### src/rtl/aes_sched_pkg.sv
// Shared constants and payload types for the AES pipeline scheduler.
package aes_sched_pkg;

  localparam int unsigned BLK_W       = 128;
  localparam int unsigned PORTS       = 2;
  localparam int unsigned LAT_DEFAULT = 10;
  localparam logic        ENC         = 1'b1;
  localparam logic        DEC         = 1'b0;

  // One block as it travels through a response FIFO.
  typedef struct packed {
    logic             typ;
    logic [BLK_W-1:0] data;
  } blk_t;

  // Ownership tag riding alongside a block in the round pipeline.
  typedef struct packed {
    logic v;
    logic id;
  } tag_t;

endpackage

### src/rtl/sched_resp_fifo.sv
// Per-port response FIFO; head is shown combinationally, count feeds issue credit.
module sched_resp_fifo
  import aes_sched_pkg::*;
#(
  parameter int unsigned DEPTH = 16,
  parameter int unsigned AW    = 4
) (
  input  logic        clk,
  input  logic        rst_n,
  input  logic        wr,
  input  blk_t        wdata,
  input  logic        ready,
  output logic        valid,
  output blk_t        rdata,
  output logic [AW:0] count
);

  blk_t          mem [DEPTH];
  logic [AW-1:0] wp;
  logic [AW-1:0] rp;
  logic          do_wr;
  logic          do_rd;

  assign valid = (count != '0);
  assign do_rd = ready && valid;
  assign do_wr = wr && (count != (AW+1)'(DEPTH));
  assign rdata = valid ? mem[rp] : '0;

  always_ff @(posedge clk or negedge rst_n) begin
    if (!rst_n) begin
      wp    <= '0;
      rp    <= '0;
      count <= '0;
    end else begin
      if (do_wr) wp <= wp + AW'(1);
      if (do_rd) rp <= rp + AW'(1);
      case ({do_wr, do_rd})
        2'b10:   count <= count + (AW+1)'(1);
        2'b01:   count <= count - (AW+1)'(1);
        default: count <= count;
      endcase
    end
  end

  // Storage needs no reset: the head is masked to zero while empty.
  always_ff @(posedge clk) begin
    if (do_wr) mem[wp] <= wdata;
  end

endmodule

### src/rtl/aes_pipe_sched.sv
// Shares one non-stallable AES pipeline between two requesters: credit-gated
// round-robin issue, tag tracking through the pipeline, per-port result FIFOs.
module aes_pipe_sched
  import aes_sched_pkg::*;
#(
  parameter int unsigned LAT   = LAT_DEFAULT,
  parameter int unsigned DEPTH = 16,
  parameter int unsigned AW    = 4
) (
  input  logic             clk,
  input  logic             rst_n,
  input  logic             r0_valid,
  output logic             r0_ready,
  input  logic             r0_type,
  input  logic [BLK_W-1:0] r0_data,
  input  logic             r1_valid,
  output logic             r1_ready,
  input  logic             r1_type,
  input  logic [BLK_W-1:0] r1_data,
  output logic             p_vin,
  output logic             p_tin,
  output logic [BLK_W-1:0] p_din,
  input  logic             p_vout,
  input  logic             p_tout,
  input  logic [BLK_W-1:0] p_dout,
  output logic             q0_valid,
  input  logic             q0_ready,
  output logic             q0_type,
  output logic [BLK_W-1:0] q0_data,
  output logic             q1_valid,
  input  logic             q1_ready,
  output logic             q1_type,
  output logic [BLK_W-1:0] q1_data,
  output logic             err
);

  localparam int unsigned CW = AW + 2;

  blk_t             req  [PORTS];
  blk_t             head [PORTS];
  logic [AW:0]      cnt  [PORTS];
  logic [AW:0]      infl [PORTS];
  tag_t             tag  [LAT+1];
  tag_t             aligned;
  blk_t             res;
  logic [PORTS-1:0] vld;
  logic [PORTS-1:0] elig;
  logic [PORTS-1:0] gnt;
  logic [PORTS-1:0] dec;
  logic [PORTS-1:0] wr;
  logic [PORTS-1:0] qv;
  logic [PORTS-1:0] qr;
  logic             rr;

  assign vld    = {r1_valid, r0_valid};
  assign qr     = {q1_ready, q0_ready};
  assign req[0] = '{typ: r0_type, data: r0_data};
  assign req[1] = '{typ: r1_type, data: r1_data};
  assign res    = '{typ: p_tout, data: p_dout};

  // A port may issue only while its FIFO can absorb every block it has in flight.
  always_comb begin
    elig = '0;
    for (int unsigned i = 0; i < PORTS; i++) begin
      elig[i] = vld[i] && ((CW'(cnt[i]) + CW'(infl[i])) < CW'(DEPTH));
    end
  end

  always_comb begin
    gnt = '0;
    if (elig[0] && (!elig[1] || !rr)) gnt[0] = 1'b1;
    else if (elig[1])                 gnt[1] = 1'b1;
  end

  assign r0_ready = gnt[0];
  assign r1_ready = gnt[1];

  always_ff @(posedge clk or negedge rst_n) begin
    if (!rst_n) begin
      rr    <= 1'b0;
      p_vin <= 1'b0;
      p_tin <= DEC;
      p_din <= '0;
    end else begin
      p_vin <= |gnt;
      if (|gnt) begin
        rr    <= ~gnt[1];
        p_tin <= req[gnt[1]].typ;
        p_din <= req[gnt[1]].data;
      end
    end
  end

  // Tag delay line; entry LAT lines up with the pipeline output of the same block.
  always_ff @(posedge clk or negedge rst_n) begin
    if (!rst_n) begin
      for (int unsigned k = 0; k <= LAT; k++) tag[k] <= '0;
    end else begin
      tag[0] <= '{v: |gnt, id: gnt[1]};
      for (int unsigned k = 1; k <= LAT; k++) tag[k] <= tag[k-1];
    end
  end

  assign aligned = tag[LAT];

  always_comb begin
    dec = '0;
    if (aligned.v) dec[aligned.id] = 1'b1;
  end

  assign wr = dec & {PORTS{p_vout}};

  // A tagged slot always releases its credit, even if the pipeline dropped the block.
  always_ff @(posedge clk or negedge rst_n) begin
    if (!rst_n) begin
      for (int unsigned i = 0; i < PORTS; i++) infl[i] <= '0;
    end else begin
      for (int unsigned i = 0; i < PORTS; i++) begin
        if (gnt[i] && !dec[i])      infl[i] <= infl[i] + (AW+1)'(1);
        else if (!gnt[i] && dec[i]) infl[i] <= infl[i] - (AW+1)'(1);
      end
    end
  end

  always_ff @(posedge clk or negedge rst_n) begin
    if (!rst_n) err <= 1'b0;
    else        err <= err | (p_vout != aligned.v);
  end

  sched_resp_fifo #(.DEPTH(DEPTH), .AW(AW)) u_fifo0 (
    .clk   (clk),
    .rst_n (rst_n),
    .wr    (wr[0]),
    .wdata (res),
    .ready (qr[0]),
    .valid (qv[0]),
    .rdata (head[0]),
    .count (cnt[0])
  );

  sched_resp_fifo #(.DEPTH(DEPTH), .AW(AW)) u_fifo1 (
    .clk   (clk),
    .rst_n (rst_n),
    .wr    (wr[1]),
    .wdata (res),
    .ready (qr[1]),
    .valid (qv[1]),
    .rdata (head[1]),
    .count (cnt[1])
  );

  assign q0_valid = qv[0];
  assign q0_type  = head[0].typ;
  assign q0_data  = head[0].data;
  assign q1_valid = qv[1];
  assign q1_type  = head[1].typ;
  assign q1_data  = head[1].data;

endmodule

### config.mk
export PLATFORM = sky130hd
export DESIGN_NAME = aes_pipe_sched
export DESIGN_NICKNAME = d
export VERILOG_FILES = /design/src/rtl/aes_sched_pkg.sv /design/src/rtl/sched_resp_fifo.sv /design/src/rtl/aes_pipe_sched.sv
export SDC_FILE = /design/constraint.sdc
export NUM_CORES = 2
export LEC_CHECK = 0
export CORE_ASPECT_RATIO = 1.1
export CORE_MARGIN = 1.5
export CORE_UTILIZATION = 45
export CTS_BUF_LIST = sky130_fd_sc_hd__clkbuf_16
export CTS_CLUSTER_SIZE = 30
export DETAILED_ROUTE_END_ITERATION = 8
export PLACE_DENSITY = 0.71
export SLEW_MARGIN = 15
export SYNTH_ARGS = -nofsm -noshare
export SYNTH_HDL_FRONTEND = slang
export SYNTH_MEMORY_MAX_BITS = 65536
export SYNTH_SLANG_ARGS = --single-unit
### constraint.sdc
create_clock -name clk -period 12.1 [get_ports clk]
set_clock_uncertainty 0.15 [all_clocks]
set_input_delay 2.42 -clock clk [delete_from_list [all_inputs] [get_ports clk]]
set_output_delay 2.42 -clock clk [all_outputs]
set_load 0.01 [all_outputs]
Word-level counts from Yosys, hierarchy flattened:

Memory sizes are Yosys's and may differ from the RTL's.
Cells that the tools add are included.

* memories kept: 2
* logic and storage cells: 113
* register bits: 189
* bits in writable memories: 4128
* input port bits: 394
* bits in read-only memories: 0
* output and inout bits: 393
* latch bits: 0

Memory list
* u_fifo0.mem: depth 16, bits a word 129, rd ports 1, clocked after memory_dff 0, write ports 1, line sched_resp_fifo.sv:18 `blk_t mem [DEPTH];`
* u_fifo1.mem: depth 16, bits a word 129, rd ports 1, clocked after memory_dff 0, write ports 1, line sched_resp_fifo.sv:18

* magnitude comparators: 5
* shift operators: 0
* bitwise gates (word level): 4
* reductions and logical operators: 26
* mux-type cells: 21
* div/mod/pow operators: 0
* $mul: 0
* eq/ne operators: 7
* add/subtract/negate cells: 14

Operators with widths (number)
* $mux 129: 5
* $add 5x1->5 const B: 4
* $mux 5: 4
* $pmux 5 s2: 2
* $sub 5x1->5 const B: 4
* $add 4x1->4 const B: 4
* $add 5x5->6: 2
* $logic_and 1x1->1: 12
* $lt 6x5->1 const B: 2
* $ne 5x5->1 const B: 2
* $reduce_bool 5->1: 2
* $mux 1: 8
* $reduce_bool 2->1: 4
* $logic_not 1->1: 6
* $eq 2x1->1 const B: 2
* $eq 2x2->1 const B: 2
* $and 2x2->2: 1
* $ge 2x2->1 const B: 1
* $lt 1x2->1 const B: 1
* $mux 2: 1
* $not 1->2: 1
* $reduce_or 2->1: 1
* $demux 1 s1: 1
* $ge 1x1->1 const B: 1
* other kinds (4): 4

Longest topological paths before layout:

* depth after elaboration: 11
* mapped depth: 15
* mapped depth without buffers: 13

Modules after synthesis:

A second synthesis with hierarchy kept.

* cell total of the unflattened synthesis: 8514
* area, all modules: 167205.4 µm²

By module, submodules not included
* sched_resp_fifo: times used 2, cells each 3917, area each 80229.4 µm², sequential area each 62304.8 µm²
* aes_pipe_sched: times used 1, cells each 680, area each 6746.5 µm², sequential area each 4078.9 µm²

Worst setup path after synthesis:

Ideal clock, no wire load.

* path kind: input to register
* from: in p_vout
* to: mem u_fifo0.mem[3][0] (netlist name), enable pin
* setup slack: -689 ps
* library setup time: 774 ps
* path buffers: 0
* required time: 11176 ps
* stages: 4
* arrival time: 11865 ps
* path through: nand2_1 > a211oi_2 > nand2_1 > nor3_1

* cells in the longest elaborated chain, start to end: 4

Ends and longest elaborated chain
* start: declaration: line aes_pipe_sched.sv:23 `input logic p_vout,`
* $and 2x2->2: line aes_pipe_sched.sv:111 `assign wr = dec & {PORTS{p_vout}};`
* $logic_and 1x1->1: line sched_resp_fifo.sv:26 `assign do_wr = wr && (count != (AW+1)'(DEPTH));`
* $mux 1: line sched_resp_fifo.sv:47 `if (do_wr) mem[wp] <= wdata;`
* $mux 1 (implied by the code): line sched_resp_fifo.sv:47
* end: declaration: line sched_resp_fifo.sv:18

No other way between the ends.

Worst setup path after layout:

* from: reg u_fifo1.count[1]
* to: out q1_data[110]

* cells in the longest elaborated chain, start to end: 2

Ends and longest elaborated chain
* start: declaration: line sched_resp_fifo.sv:15 `output logic [AW:0] count`
* start signal: assignment: line sched_resp_fifo.sv:38 `2'b10: count <= count + (AW+1)'(1);`
* start signal: assignment: line sched_resp_fifo.sv:39 `2'b01: count <= count - (AW+1)'(1);`
* start signal: assignment: line sched_resp_fifo.sv:40 `default: count <= count;`
* $reduce_bool 5->1: line sched_resp_fifo.sv:24 `assign valid = (count != '0);`
* $mux 129: line sched_resp_fifo.sv:27 `assign rdata = valid ? mem[rp] : '0;`
* end: declaration: line aes_pipe_sched.sv:33 `output logic [BLK_W-1:0] q1_data,`

No other way between the ends.

==> key figures <==
Setup path
  • Crit-path max cell delay: 0.94 ns
  • WP buf/inv: 3
  • CP Cell Sequence: nor4_1 > buf_4 > nand2_1 > nand2_4 > buf_4 > o22ai_1 > clkdlybuf4s50_1
  • Worst Path Arrival: 5.40 ns
  • Worst setup endpoint: q1_data[110]
  • R2r worst-path depth: 11
  • R2r setup slk: 7.66 ns
  • Critical path depth in cells: 7
  • Worst-path maximum fanout: 48
  • Worst R2R Start: u_fifo1.count[1]$_DFFE_PN0P_
  • RR Endpoint: u_fifo1.count[4]$_DFFE_PN0P_
  • Most frequent CP cell: buf_4
  • Critical-path top delay cell: buf_4
  • Startpoint types: register
  • Critical Path End Type: output pin
  • CP top delay family: buffers and inverters
  • Critical path data required time: 9.53 ns
  • Crit path from: u_fifo1.count[1]$_DFFE_PN0P_
  • Crit Path Category: reg2out

Clock network
  • Worst-case clock buffer depth: 4
  • Clock transition at path regs: 0.06 ns
  • CTS sink cnt: 4317
  • Clk Latency, worst-skew pair: 0.97 ns
  • Post_cts resized: 0
  • Clk root buf: clkbuf_16
  • Hold_buf cts: 0
  • TritonCTS clock tree: done
  • H-tree depth: 5
  • Post-CTS Repair Setup Buffers: 0
  • CTS Buf Count: 416

Global routing
  • Remaining Overflow, GRT: 0
  • Vias in the first global route: 83500
  • Pin count of the biggest net entering global routing: 133
  • First-pass GRT wire length: 609000 µm
  • All-Layer GR Usage: 22.8%
  • Initial antenna violation count: 47

Layout
  • Layout Nets: 8929
  • Layout cells sized above 1: 20.1%
  • Most frequent cells in the layout: edfxtp_1 (4128), mux4_2 (936), clkdlybuf4s50_1 (773)
  • Area Overhead vs Synth: 16.8%
  • Most common cell after layout, fill and taps aside: edfxtp_1
  • Post-route cell area: 193000 µm²

Placement
  • Final HPWL DP: 240000 µm
  • Placed cell area: 180000 µm²
  • I/O Buffers: 786
  • Gpl congestion: 0.953

Power and ir drop
  • Total design power: 45.5 mW
  • Power density cells: 235 nW/µm²
  • Peak supply drop: 0.209 mV
  • Lkg Pwr: 62.4 nW

Logic synthesis
  • Adder-Cell Fraction of Synth Area: 0.305%
  • Syn_nets: 7998
  • Yosys cell types: 45
  • Mux share of post-synthesis cell area: 17.0%
  • Sequential share of the synthesized area: 77.7%
  • Synth Area in Compound Gates: 2.51%
  • EDFF count, synth: 4128
  • Syn_area_per_cell: 21.9 µm²
  • FF+latch count, synth: 4317
  • Dominant synthesized flop cell: edfxtp_1
  • Synth Area in XOR/XNOR: 0.159%
  • Synthesis Warnings: 0
  • Ys async rst share: 4.38%
  • Synth Cell Area: 166000 µm²
  • Synthesized instance count: 7566
  • Simple-gate portion of the synthesized area: 1.09%
  • Largest family of logic cells by synthesized area: multiplexers

Timing
  • Period utilisation layout: 65.9%
  • Max-slew violations: 0
  • RSZ-0062 raised after global routing: false
  • Final hold violation count: 0
  • Fmax: 125 MHz
  • Final min period: 7.97 ns
  • Final setup viols: 0
  • Slew Limit Headroom: 14.3%
  • Setup TNS: 0 ns
  • Slew @ Worst Pin: 1.28 ns

Floorplan
  • Die area: 372000 µm²
  • # IOs: 787
  • Die H: 639 µm
  • Site Rows: 233
  • Starting Density: 45.2%
  • Core area: 366000 µm²
  • Die width: 581 µm

Routing
  • Vias per cell: 6.01
  • Number of remaining DRC errors: 0
  • Final wirelength: 430000 µm
  • First DRT Iteration DRCs: 8457
  • Vias post-DR: 82200
  • Final ANT Viol Nets: 0
  • First drt pass iteration count: 6
  • Wire per inst: 31.5 µm

Outcome
  • Status: completed

Min path
  • Hold path start: tag[8]$_DFF_PN0_
  • Hold/Removal Path Class: reg2reg

Run
  • Max_cap viols: 0
[cell usage after synthesis (10+ instances only)]
cell | number | area [µm²]
edfxtp_1 | 4128 | 124000
o211ai_1 | 192 | 1440
mux4_2 | 936 | 21100
buf_2 | 191 | 956
dfrtp_1 | 189 | 4730
nor2_1 | 288 | 1080
mux2i_1 | 706 | 7070
buf_1 | 34 | 128
clkbuf_1 | 199 | 747
buf_4 | 11 | 82.6
o21ai_0 | 17 | 85.1
xnor2_1 | 20 | 175
ha_1 | 34 | 425
xor2_1 | 10 | 87.6
nand2_1 | 127 | 477
inv_1 | 21 | 78.8
a21oi_1 | 11 | 55.1
o22ai_1 | 387 | 2420
[cells by family (layout without fill, tap and decap cells)]
| family | after synthesis | in the layout |
|---|---|---|
| compound gates | 624 | 624 |
| other cells | 0 | 19 |
| buf+inv | 460 | 1736 |
| mux | 1645 | 1645 |
| fa+ha+maj | 38 | 38 |
| simple gates | 452 | 452 |
| xor+xnor | 30 | 30 |
| flops | 4317 | 4317 |
[worst min-delay path by stage]
| stage | endpoint | slack (ns) | depth (start not counted) |
|---|---|---|---|
| floorplan | aligned[0]$_DFF_PN0_ | 0.18 | 0 |
| global placement | tag[6]$_DFF_PN0_ | 0.19 | 0 |
| detailed placement | tag[10]$_DFF_PN0_ | 0.19 | 0 |
| CTS | tag[6]$_DFF_PN0_ | 0.20 | 0 |
| global route | tag[6]$_DFF_PN0_ | 0.21 | 0 |
| finish | tag[6]$_DFF_PN0_ | 0.18 | 0 |
[through the flow]
step,util (%),cells,hold slack [ns],setup slack (ns)
floorplan,-,7566,0.181,2.78
global placement,49.1,12900,0.185,4.70
detailed placement,49.1,12900,0.186,4.65
CTS,52.8,13700,0.195,3.99
global route,52.8,13700,0.207,3.95
finish,52.8,13700,0.183,4.13
[metal layers]
layer | vias up | wire (µm) | global-route usage (%)
li1 | 33700 | - | -
met4 | 28 | 13400 | 7.05
met1 | 44100 | 165000 | 30.0
met5 | - | 170 | 0
met2 | 3801 | 216000 | 38.4
met3 | 652 | 35800 | 4.30
[cell type report]
| class | instances | area (µm²) |
|---|---|---|
| repair buffers | 951 | 9520 |
| fillers | 27600 | 173000 |
| flip-flops and latches | 4317 | 129000 |
| multi-input cells | 2789 | 35200 |
| inverters | 22 | 106 |
| clock buffers | 418 | 10500 |
| clock inverters | 345 | 3290 |
| well taps | 4817 | 6030 |
| diodes | 19 | 47.5 |
[state kept, by name (all words and copies together) (netlist names)]
register       flops
u_fifo1.count      5
tag               20
p_tin              1
p_din            128
u_fifo0.count      5
u_fifo1.mem     2064
u_fifo0.mem     2064
u_fifo0.rp         4
infl              10
err                1
aligned            2
u_fifo0.wp         4
u_fifo1.wp         4
u_fifo1.rp         4
rr                 1
[report_power, final]
group | internal (mW) | leakage (nW) | switching (mW) | total, mW
Combinational | 6.72 | 16.2 | 8.35 | 15.1
Clock | 7.38 | 6.97 | 5.60 | 13.0
Sequential | 17.0 | 39.3 | 0.461 | 17.4
(Power assumes the default switching activity.)
